--- src/rtl/psg_bus_writer.sv ---
// psg_bus_writer: expands whole-register commands into the sound chip's
// nibble-serial write bus (address write A0=0, data write A0=1).
// Each bus write is SETUP (1) -> STROBE (WR_CYCLES) -> HOLD (1).
// Optional macro PSG_BUS_WRITER_DELTA_EN: skip pairs whose nibble already
// matches a shadow copy of the last value written to that chip register.
module psg_bus_writer #(
  parameter int unsigned WR_CYCLES  = 1,
  parameter int unsigned GAP_CYCLES = 0
) (
  input  logic        CLK,
  input  logic        RST,
  input  logic        CMD_VALID,
  output logic        CMD_READY,
  input  logic        CMD_KIND,
  input  logic [1:0]  CMD_CHAN,
  input  logic [11:0] CMD_DATA,
  output logic        CMD_ERR,
  output logic        BUSY,
  output logic        WR,
  output logic        A0,
  output logic [3:0]  D
);

  localparam int unsigned DW = 12;
  localparam int unsigned NW = 4;
  localparam int unsigned TW = 4;
  localparam int unsigned CW = 2;

  typedef enum logic [3:0] {
    S_IDLE, S_ADDR_SETUP, S_ADDR_STROBE, S_ADDR_HOLD,
    S_DATA_SETUP, S_DATA_STROBE, S_DATA_HOLD, S_GAP, S_DONE
  } state_t;

  state_t        state, state_n;
  logic [CW-1:0] cnt, cnt_n;
  logic [TW-1:0] timer, timer_n;
  logic          kind_q, kind_n;
  logic [1:0]    chan_q, chan_n;
  logic [DW-1:0] data_q, data_n;
  logic          err_q, err_n;
  logic          ready_n, busy_n, cmd_err_n, wr_n, a0_n;
  logic [NW-1:0] d_n;

  logic          src_kind;
  logic [1:0]    src_chan;
  logic [DW-1:0] src_data;
  logic [2:0]    from_idx;
  logic [2:0]    dirty;
  logic          found;
  logic [CW-1:0] pick;

  function automatic logic [3:0] nib_of(input logic k, input logic [11:0] dt, input logic [1:0] n);
    if (k) return {1'b0, dt[2:0]};
    case (n)
      2'd0:    return dt[3:0];
      2'd1:    return dt[7:4];
      default: return dt[11:8];
    endcase
  endfunction

  function automatic logic [3:0] addr_of(input logic k, input logic [1:0] c, input logic [1:0] n);
    if (k) return 4'd15;
    return 4'(4'(c) * 4'd3 + 4'(n) + 4'd1);
  endfunction

  // Command source: live inputs while idle (accept edge), held copy afterwards
  assign src_kind = (state == S_IDLE) ? CMD_KIND : kind_q;
  assign src_chan = (state == S_IDLE) ? CMD_CHAN : chan_q;
  assign src_data = (state == S_IDLE) ? CMD_DATA : data_q;
  assign from_idx = (state == S_IDLE) ? 3'd0 : ({1'b0, cnt} + 3'd1);

`ifdef PSG_BUS_WRITER_DELTA_EN
  localparam int unsigned SHN = 10;

  logic [SHN-1:0] sh_valid;
  logic [NW-1:0]  sh_nib [SHN];
  logic [3:0]     slot;

  function automatic logic [3:0] slot_of(input logic k, input logic [1:0] c, input logic [1:0] n);
    if (k) return 4'd9;
    return 4'(4'(c) * 4'd3 + 4'(n));
  endfunction

  // Nibbles of the source command that differ from (or are missing in) the shadow
  always_comb begin
    dirty = '0;
    slot  = '0;
    for (int i = 0; i < 3; i++) begin
      slot = slot_of(src_kind, src_chan, 2'(i));
      if ((!src_kind || i == 0) && slot < 4'(SHN))
        dirty[i] = !sh_valid[slot] || (sh_nib[slot] != nib_of(src_kind, src_data, 2'(i)));
    end
  end

  // Shadow update when a data write completes; RST invalidates everything
  always_ff @(posedge CLK) begin
    if (RST) begin
      sh_valid <= '0;
    end else if (state == S_DATA_HOLD) begin
      sh_valid[slot_of(kind_q, chan_q, cnt)] <= 1'b1;
      sh_nib[slot_of(kind_q, chan_q, cnt)]   <= nib_of(kind_q, data_q, cnt);
    end
  end
`else
  // Every nibble of the command is written
  always_comb dirty = src_kind ? 3'b001 : 3'b111;
`endif

  // First nibble at or after from_idx that needs a bus write
  always_comb begin
    found = 1'b0;
    pick  = '0;
    for (int i = 2; i >= 0; i--) begin
      if (dirty[i] && 3'(i) >= from_idx) begin
        found = 1'b1;
        pick  = CW'(i);
      end
    end
  end

  // Next-state and next-output logic
  always_comb begin
    state_n = state;
    cnt_n   = cnt;
    timer_n = timer;
    kind_n  = kind_q;
    chan_n  = chan_q;
    data_n  = data_q;
    err_n   = err_q;
    case (state)
      S_IDLE: begin
        if (CMD_VALID && CMD_READY) begin
          kind_n = CMD_KIND;
          chan_n = CMD_CHAN;
          data_n = CMD_DATA;
          cnt_n  = '0;
          err_n  = !CMD_KIND && (CMD_CHAN == 2'd3);
          if (!err_n && found) begin
            state_n = S_ADDR_SETUP;
            cnt_n   = pick;
          end else begin
            state_n = S_DONE;
          end
        end
      end
      S_ADDR_SETUP: begin
        state_n = S_ADDR_STROBE;
        timer_n = TW'(WR_CYCLES - 1);
      end
      S_ADDR_STROBE: begin
        if (timer == '0) state_n = S_ADDR_HOLD;
        else             timer_n = timer - TW'(1);
      end
      S_ADDR_HOLD: state_n = S_DATA_SETUP;
      S_DATA_SETUP: begin
        state_n = S_DATA_STROBE;
        timer_n = TW'(WR_CYCLES - 1);
      end
      S_DATA_STROBE: begin
        if (timer == '0) state_n = S_DATA_HOLD;
        else             timer_n = timer - TW'(1);
      end
      S_DATA_HOLD: begin
        if (found) begin
          state_n = S_ADDR_SETUP;
          cnt_n   = pick;
        end else if (GAP_CYCLES != 0) begin
          state_n = S_GAP;
          timer_n = TW'(GAP_CYCLES - 1);
        end else begin
          state_n = S_IDLE;
        end
      end
      S_GAP: begin
        if (timer == '0) state_n = S_IDLE;
        else             timer_n = timer - TW'(1);
      end
      S_DONE: begin
        if (err_q || GAP_CYCLES == 0) begin
          state_n = S_IDLE;
        end else begin
          state_n = S_GAP;
          timer_n = TW'(GAP_CYCLES - 1);
        end
      end
      default: state_n = S_IDLE;
    endcase

    ready_n   = (state_n == S_IDLE);
    busy_n    = (state_n != S_IDLE);
    cmd_err_n = (state_n == S_DONE) && err_n;
    wr_n      = (state_n == S_ADDR_STROBE) || (state_n == S_DATA_STROBE);
    a0_n      = A0;
    d_n       = D;
    if (state_n == S_ADDR_SETUP) begin
      a0_n = 1'b0;
      d_n  = addr_of(src_kind, src_chan, cnt_n);
    end else if (state_n == S_DATA_SETUP) begin
      a0_n = 1'b1;
      d_n  = nib_of(kind_q, data_q, cnt);
    end
  end

  // State, holding registers and registered outputs
  always_ff @(posedge CLK) begin
    if (RST) begin
      state     <= S_IDLE;
      cnt       <= '0;
      timer     <= '0;
      kind_q    <= 1'b0;
      chan_q    <= '0;
      data_q    <= '0;
      err_q     <= 1'b0;
      CMD_READY <= 1'b0;
      BUSY      <= 1'b0;
      CMD_ERR   <= 1'b0;
      WR        <= 1'b0;
      A0        <= 1'b0;
      D         <= '0;
    end else begin
      state     <= state_n;
      cnt       <= cnt_n;
      timer     <= timer_n;
      kind_q    <= kind_n;
      chan_q    <= chan_n;
      data_q    <= data_n;
      err_q     <= err_n;
      CMD_READY <= ready_n;
      BUSY      <= busy_n;
      CMD_ERR   <= cmd_err_n;
      WR        <= wr_n;
      A0        <= a0_n;
      D         <= d_n;
    end
  end

endmodule

--- config.mk ---
export PLATFORM = sky130hd
export DESIGN_NAME = psg_bus_writer
export DESIGN_NICKNAME = d
export VERILOG_FILES = /design/src/rtl/psg_bus_writer.sv
export SDC_FILE = /design/constraint.sdc
export NUM_CORES = 1
export LEC_CHECK = 0
export BUFFER_PORTS_ARGS = -buffer_cell sky130_fd_sc_hd__buf_2
export CAP_MARGIN = 20
export CORE_MARGIN = 1.5
export CORE_UTILIZATION = 25
export CTS_BUF_LIST = sky130_fd_sc_hd__clkbuf_16
export DETAILED_ROUTE_END_ITERATION = 8
export PLACE_DENSITY = 0.45
export SLEW_MARGIN = 20
export SYNTH_ARGS = -nofsm -noshare
export SYNTH_HDL_FRONTEND = slang
export SYNTH_SLANG_ARGS = --single-unit
--- constraint.sdc ---
create_clock -name CLK -period 7.4 [get_ports CLK]
set_input_delay 0.74 -clock CLK [delete_from_list [all_inputs] [get_ports CLK]]
set_output_delay 0.74 -clock CLK [all_outputs]
set_load 0.1 [all_outputs]
**Yosys cells after proc, flatten, opt, wreduce, memory -nomap -nowiden**

Cells that the tools add are included.

- Add/subtract/negate cells: 4
- $mul: 1
- $lt $le $gt $ge: 3
- Equality and inequality tests: 15
- Multiplexer cells: 37
- Reductions and logical operators: 22

Operators with widths:

| kind | count |
|---|---|
| two-way mux 4 bit | 12 |
| case mux 4 bit (8 select lines) | 1 |
| equality test 4 x 3 -> 1 bit (second input constant) | 6 |
| case mux 4 bit (2 select lines) | 2 |
| two-way mux 2 bit | 7 |
| equality test 4 x 2 -> 1 bit (second input constant) | 3 |
| logical NOT 4 bit | 3 |
| two-way mux 1 bit | 12 |
| equality test 4 x 1 -> 1 bit (second input constant) | 2 |
| logical AND 1 bit | 7 |
| >= comparator 1 x 3 -> 1 bit (first input constant) | 2 |
| two-way mux 3 bit | 2 |
| adder 4 x 1 -> 4 bit (second input constant) | 1 |
| adder 4 x 2 -> 4 bit | 1 |
| equality test 4 bit (second input constant) | 1 |
| multiplier 2 x 2 -> 4 bit (second input constant) | 1 |
| case mux 2 bit (2 select lines) | 1 |
| AND reduction 2 bit | 2 |
| nonzero test 2 bit | 2 |
| nonzero test 4 bit | 1 |
| OR reduction 2 bit | 2 |
| subtractor 4 x 1 -> 4 bit (second input constant) | 1 |
| adder 2 x 1 -> 3 bit (second input constant) | 1 |
| >= comparator 2 x 3 -> 1 bit (first input constant) | 1 |
| other kinds (7) | 8 |

- Flip-flop bits (word level): 35
- Input port bits: 18
- Output and inout port bits: 9
- Logic and storage cells: 95

**Depth between registers and ports, before layout**

- Depth in word-level cells: 17
- Gate-level depth with buffers: 13
- Gate-level depth less buffers: 13

**Worst setup path after synthesis**

No wires, ideal clock.

- Path kind: register to register
- Start: reg CMD_READY
- End: reg D[3]
- Library setup time: 0.134 ns
- Arrival time: 2.983 ns
- Data required time: 7.266 ns
- Slack: 4.283 ns
- Stages on the path, launching flop included: 12
- Buffers on the path: 0
- Period minus slack after synthesis: 3.117 ns
- Cell sequence: dfxtp_1 -> nand4bb_1 -> a211o_1 -> a21oi_1 -> or2_2 -> fa_1 -> inv_1 -> ha_1 -> a21o_1 -> a21oi_1 -> nor4b_1 -> a211oi_1

- Cells in the longest elaborated chain, start to end: 7
- Elaborated cells between the ends (all ways): 12
- Classes of those cells: add/sub (2); eq/ne (2); mux (6); reduce/logical (2)

RTL lines:

| item | line | RTL |
|---|---|---|
| start: declaration | 13 | `output logic CMD_READY,` |
| start signal: assignment | 228 | `CMD_READY <= ready_n;` |
| logical AND 1 bit * | 132 | `if (CMD_VALID && CMD_READY) begin` |
| two-way mux 2 bit | 132 |  |
| case mux 2 bit (2 select lines) | 130 | `case (state)` |
| adder 4 x 2 -> 4 bit | 63 | `return 4'(4'(c) * 4'd3 + 4'(n) + 4'd1);` |
| adder 4 x 1 -> 4 bit | 63 |  |
| two-way mux 4 bit | 63 |  |
| two-way mux 4 bit | 195 | `if (state_n == S_ADDR_SETUP) begin` |
| end signal: assignment | 233 | `D <= d_n;` |
| end: declaration | 21 | `output logic [3:0] D` |

Mark *: on every way between the ends. The rest lies on a longest branch, timed or not.
A chain may end at the register's enable or synchronous reset.

**Worst setup path after layout**

- Start: reg cnt[0]
- End: reg D[3]

- Cells in the longest elaborated chain, start to end: 15
- Elaborated cells between the ends (all ways): 35
- Classes of those cells: add/sub (3); order compare (3); eq/ne (3); mux (20); reduce/logical (6)

RTL lines:

| item | line | RTL |
|---|---|---|
| start: declaration | 35 | `logic [CW-1:0] cnt, cnt_n;` |
| start signal: assignment | 222 | `cnt <= cnt_n;` |
| adder 2 x 1 -> 3 bit | 70 | `assign from_idx = (state == S_IDLE) ? 3'd0 : ({1'b0, cnt} + 3'd1);` |
| two-way mux 3 bit | 70 |  |
| >= comparator 2 x 3 -> 1 bit | 114 | `if (dirty[i] && 3'(i) >= from_idx) begin` |
| logical AND 1 bit | 114 |  |
| two-way mux 1 bit (3 in a row) | 114 |  |
| logical AND 1 bit | 138 | `if (!err_n && found) begin` |
| two-way mux 2 bit | 138 |  |
| two-way mux 2 bit | 132 |  |
| case mux 2 bit (2 select lines) | 130 |  |
| adder 4 x 2 -> 4 bit | 63 |  |
| adder 4 x 1 -> 4 bit | 63 |  |
| two-way mux 4 bit | 63 |  |
| two-way mux 4 bit | 195 |  |

Several ways; a longest one is shown, not always the timed one. The select of a mux whose other input is x is not followed.

==> impl_metrics.toml <==
[placement]
hpwl_um = 3330
io_buffers = 26
gp_congestion = 0.785
place_inst = 345

[cts]
clk_latency_ns = 0.28
cts_inserted_buffers = 5
cts_resized = 0
hold_buffers = 0
cts_root_buffer = "clkbuf_16"
clockBufferDepth = 2
cts_sinks = 34
htreeDepth = 2
clk_pin_slew_ns = 0.05
postCtsSetupBuffers = 0
cts_tree = "done"

[layout]
final_common_cell = "nand2_1"
nNetsFinal = 280
drive_above_1_share_pct = 18.9
final_cell_mix = "44 x nand2_1, 34 x dfxtp_1, 28 x a21oi_1"
seq_area_um2 = 681
syn_to_final_growth_pct = 17.5
final_core_util_pct = 30.8
multi_input_area_um2 = 1150
fin_cells = 353
diodes = 0
fillerInstances = 839

[route]
wirelength_um = 4750
drtIter0Drc = 113
vias_per_cell = 4.82
first_pass_iters = 4
routedWlPerCell_um = 13.5
dr_total_vias = 1702
drc = 0
antenna_left = 0

[die]
start_util_pct = 26.2
core_um2 = 7370
top_level_ports = 27
die_area_um2 = 8270
fp-row-count = 31
die-width_um = 90.9
die_y_um = 90.9

[sta]
rsz0062_at_grt = "false"
fmax_mhz = 299
clock_skew_ns = 0.00343
slew_headroom_pct = 54.9
final-setup-viol-count = 0
fin_crit_ns = 3.35
slew_violations = 0
finalHoldViolCount = 0
post-route-period-util_pct = 45.3
worstMarginPinSlew_ns = 0.676
fin_setup_tns_ns = 0

[grt]
grt.overflow.total = 0
grt_pass1_vias = 1533
grt_first_pass_wirelength_um = 8070
antenna_found_initial = 0
grt_max_degree = 37
grt_use_total_pct = 12.2

[worst_setup_path]
slowest_delay_ns = 0.53
cp-start-kind = "register"
reg2reg_to = "D[3]$_SDFFE_PP0P_"
crit_chain = "inv_1 -> ha_1 -> nor2b_1 -> o21ai_0 -> a41oi_1 -> or2_2 -> fa_1 -> inv_1 -> ha_1 -> a21o_1 -> a21oi_1 -> nor4b_1 -> a211oi_1"
cp_slowest_cell = "fa_1"
cp.required_ns = 7.53
crit_end = "D[3]$_SDFFE_PP0P_"
cp_max_fo = 8
reg2reg_depth = 13
critPathCaptureType = "register"
crit_buf_inv = 2
arrival_ns = 3.48
crit_family = "adder cells"
path_depth = 13
path_class = "register to register"
r2r-start = "cnt[0]$_SDFF_PP0_"
crit_start = "cnt[0]$_SDFF_PP0_"
rrSetupSlack_ns = 4.05

[pwr]
worst_ir_drop_vdd_mv = 0.165
power_density_nw_per_um2 = 351
leakage_nw = 0.848

[yosys]
ys.flop_type = "dfxtp_1"
syn_nets = 261
ys_async_sr_fraction_pct = 0
syn_area_per_cell_um2 = 8.26
synth_cell_types = 54
netlist_area_um2 = 1930
ys_ff_latch = 34
yosys_warnings = 0
synth_edf_count = 0
syn_inst = 234
ys_seq_area_share_pct = 35.2

[outcome]
status = "finished clean"

[job]
maxCapViolCount = 0

[min_path]
hold_depth = 2
hold_path_class = "register to register"
worst min-delay path, delay by kind of cell (launching register included):
family / cells / cell delay [ns]
compound gates: 1 / 0.05
simple gates: 1 / 0.05
flops: 1 / 0.30
sequential cells by signal, summed over array words and instances, names as in the netlist, 2 cells and up:
register  count
D             4
state         4
timer         4
cnt           2
chan_q        2
data_q       12
report_power, final:
group,total [mW],switching (mW),internal (mW)
sequential,0.250,0.0363,0.213
clock,0.201,0.0783,0.123
combinational,0.347,0.235,0.112
total,0.797,0.349,0.448
through the flow:
stage | cell area [um2] | total power [mW] | setup slack [ns] | hold WS, ns
floorplan | 1930 | 0.539 | 4.28 | 0.432
global placement | 2130 | 0.604 | 4.11 | 0.442
detailed placement | 2130 | 0.601 | 4.09 | 0.445
CTS | 2270 | 0.806 | 4.05 | 0.452
global route | 2270 | 0.853 | 3.79 | 0.468
finish | 2270 | 0.797 | 4.05 | 0.450
how the worst min path moves through the flow:
stage,slack (ns),end,start
finish,0.45,data_q[8]$_SDFFE_PP0P_,data_q[8]$_SDFFE_PP0P_
global route,0.47,data_q[9]$_SDFFE_PP0P_,data_q[9]$_SDFFE_PP0P_
CTS,0.45,data_q[9]$_SDFFE_PP0P_,data_q[9]$_SDFFE_PP0P_
detailed placement,0.45,data_q[9]$_SDFFE_PP0P_,data_q[9]$_SDFFE_PP0P_
global placement,0.44,data_q[8]$_SDFFE_PP0P_,data_q[8]$_SDFFE_PP0P_
floorplan,0.43,data_q[10]$_SDFFE_PP0P_,data_q[10]$_SDFFE_PP0P_
synthesized netlist by cell type (2+ instances only):
master     n  area share (%)
a211o_1    3             1.4
a211oi_1   6             2.3
a21boi_0   2            0.78
a21oi_1   28             7.2
a311oi_1   3             1.4
a32o_1     2             1.0
a41oi_1    2            0.91
and2_1     2            0.65
and4bb_2   2             1.3
buf_2      6             1.6
clkbuf_1   7             1.4
dfxtp_1   34              35
fa_1       2             2.1
ha_1       7             4.5
inv_1      9             1.7
mux2_2     2             1.2
mux2i_1    4             2.1
nand2_1   44             8.5
nand2b_1   2            0.65
nor2_1     9             1.7
nor2b_1    4             1.3
nor3_1     6             1.6
nor4_1     4             1.3
o21ai_0    5             1.3
o22ai_1    3            0.97
o31ai_1    3             1.2
or3b_2     6             2.7
layer usage:
metal  part of all wire (%)  wire, um  up-vias  track usage, %
met3                    2.0        97        6            2.26
li1                       -         -      894               -
met2                     42      2010       19            17.0
met4                    1.8        85        0            5.08
met5                      0         0        -               0
met1                     54      2560      783            18.0
layout make-up:
class | count | share of cell area (%)
flip-flops and latches | 34 | 30.0
multi-input cells | 176 | 50.8
clock buffers | 5 | 5.51
inverters | 9 | 1.49
well taps | 99 | 5.45
clock inverters | 3 | 0.716
repair buffers | 27 | 6.06
logic make-up after synthesis:
| kind of cell | share of synthesized area (%) |
|---|---|
| adder cells (fa/ha/maj) | 6.60 |
| flip-flops | 35.2 |
| AO/OA/AOI/OAI | 23.4 |
| AND/OR/NAND/NOR | 25.6 |
| buffers and inverters | 5.11 |
| XOR/XNOR | 0.906 |
| multiplexers | 3.24 |
(Power assumes the default switching activity.)
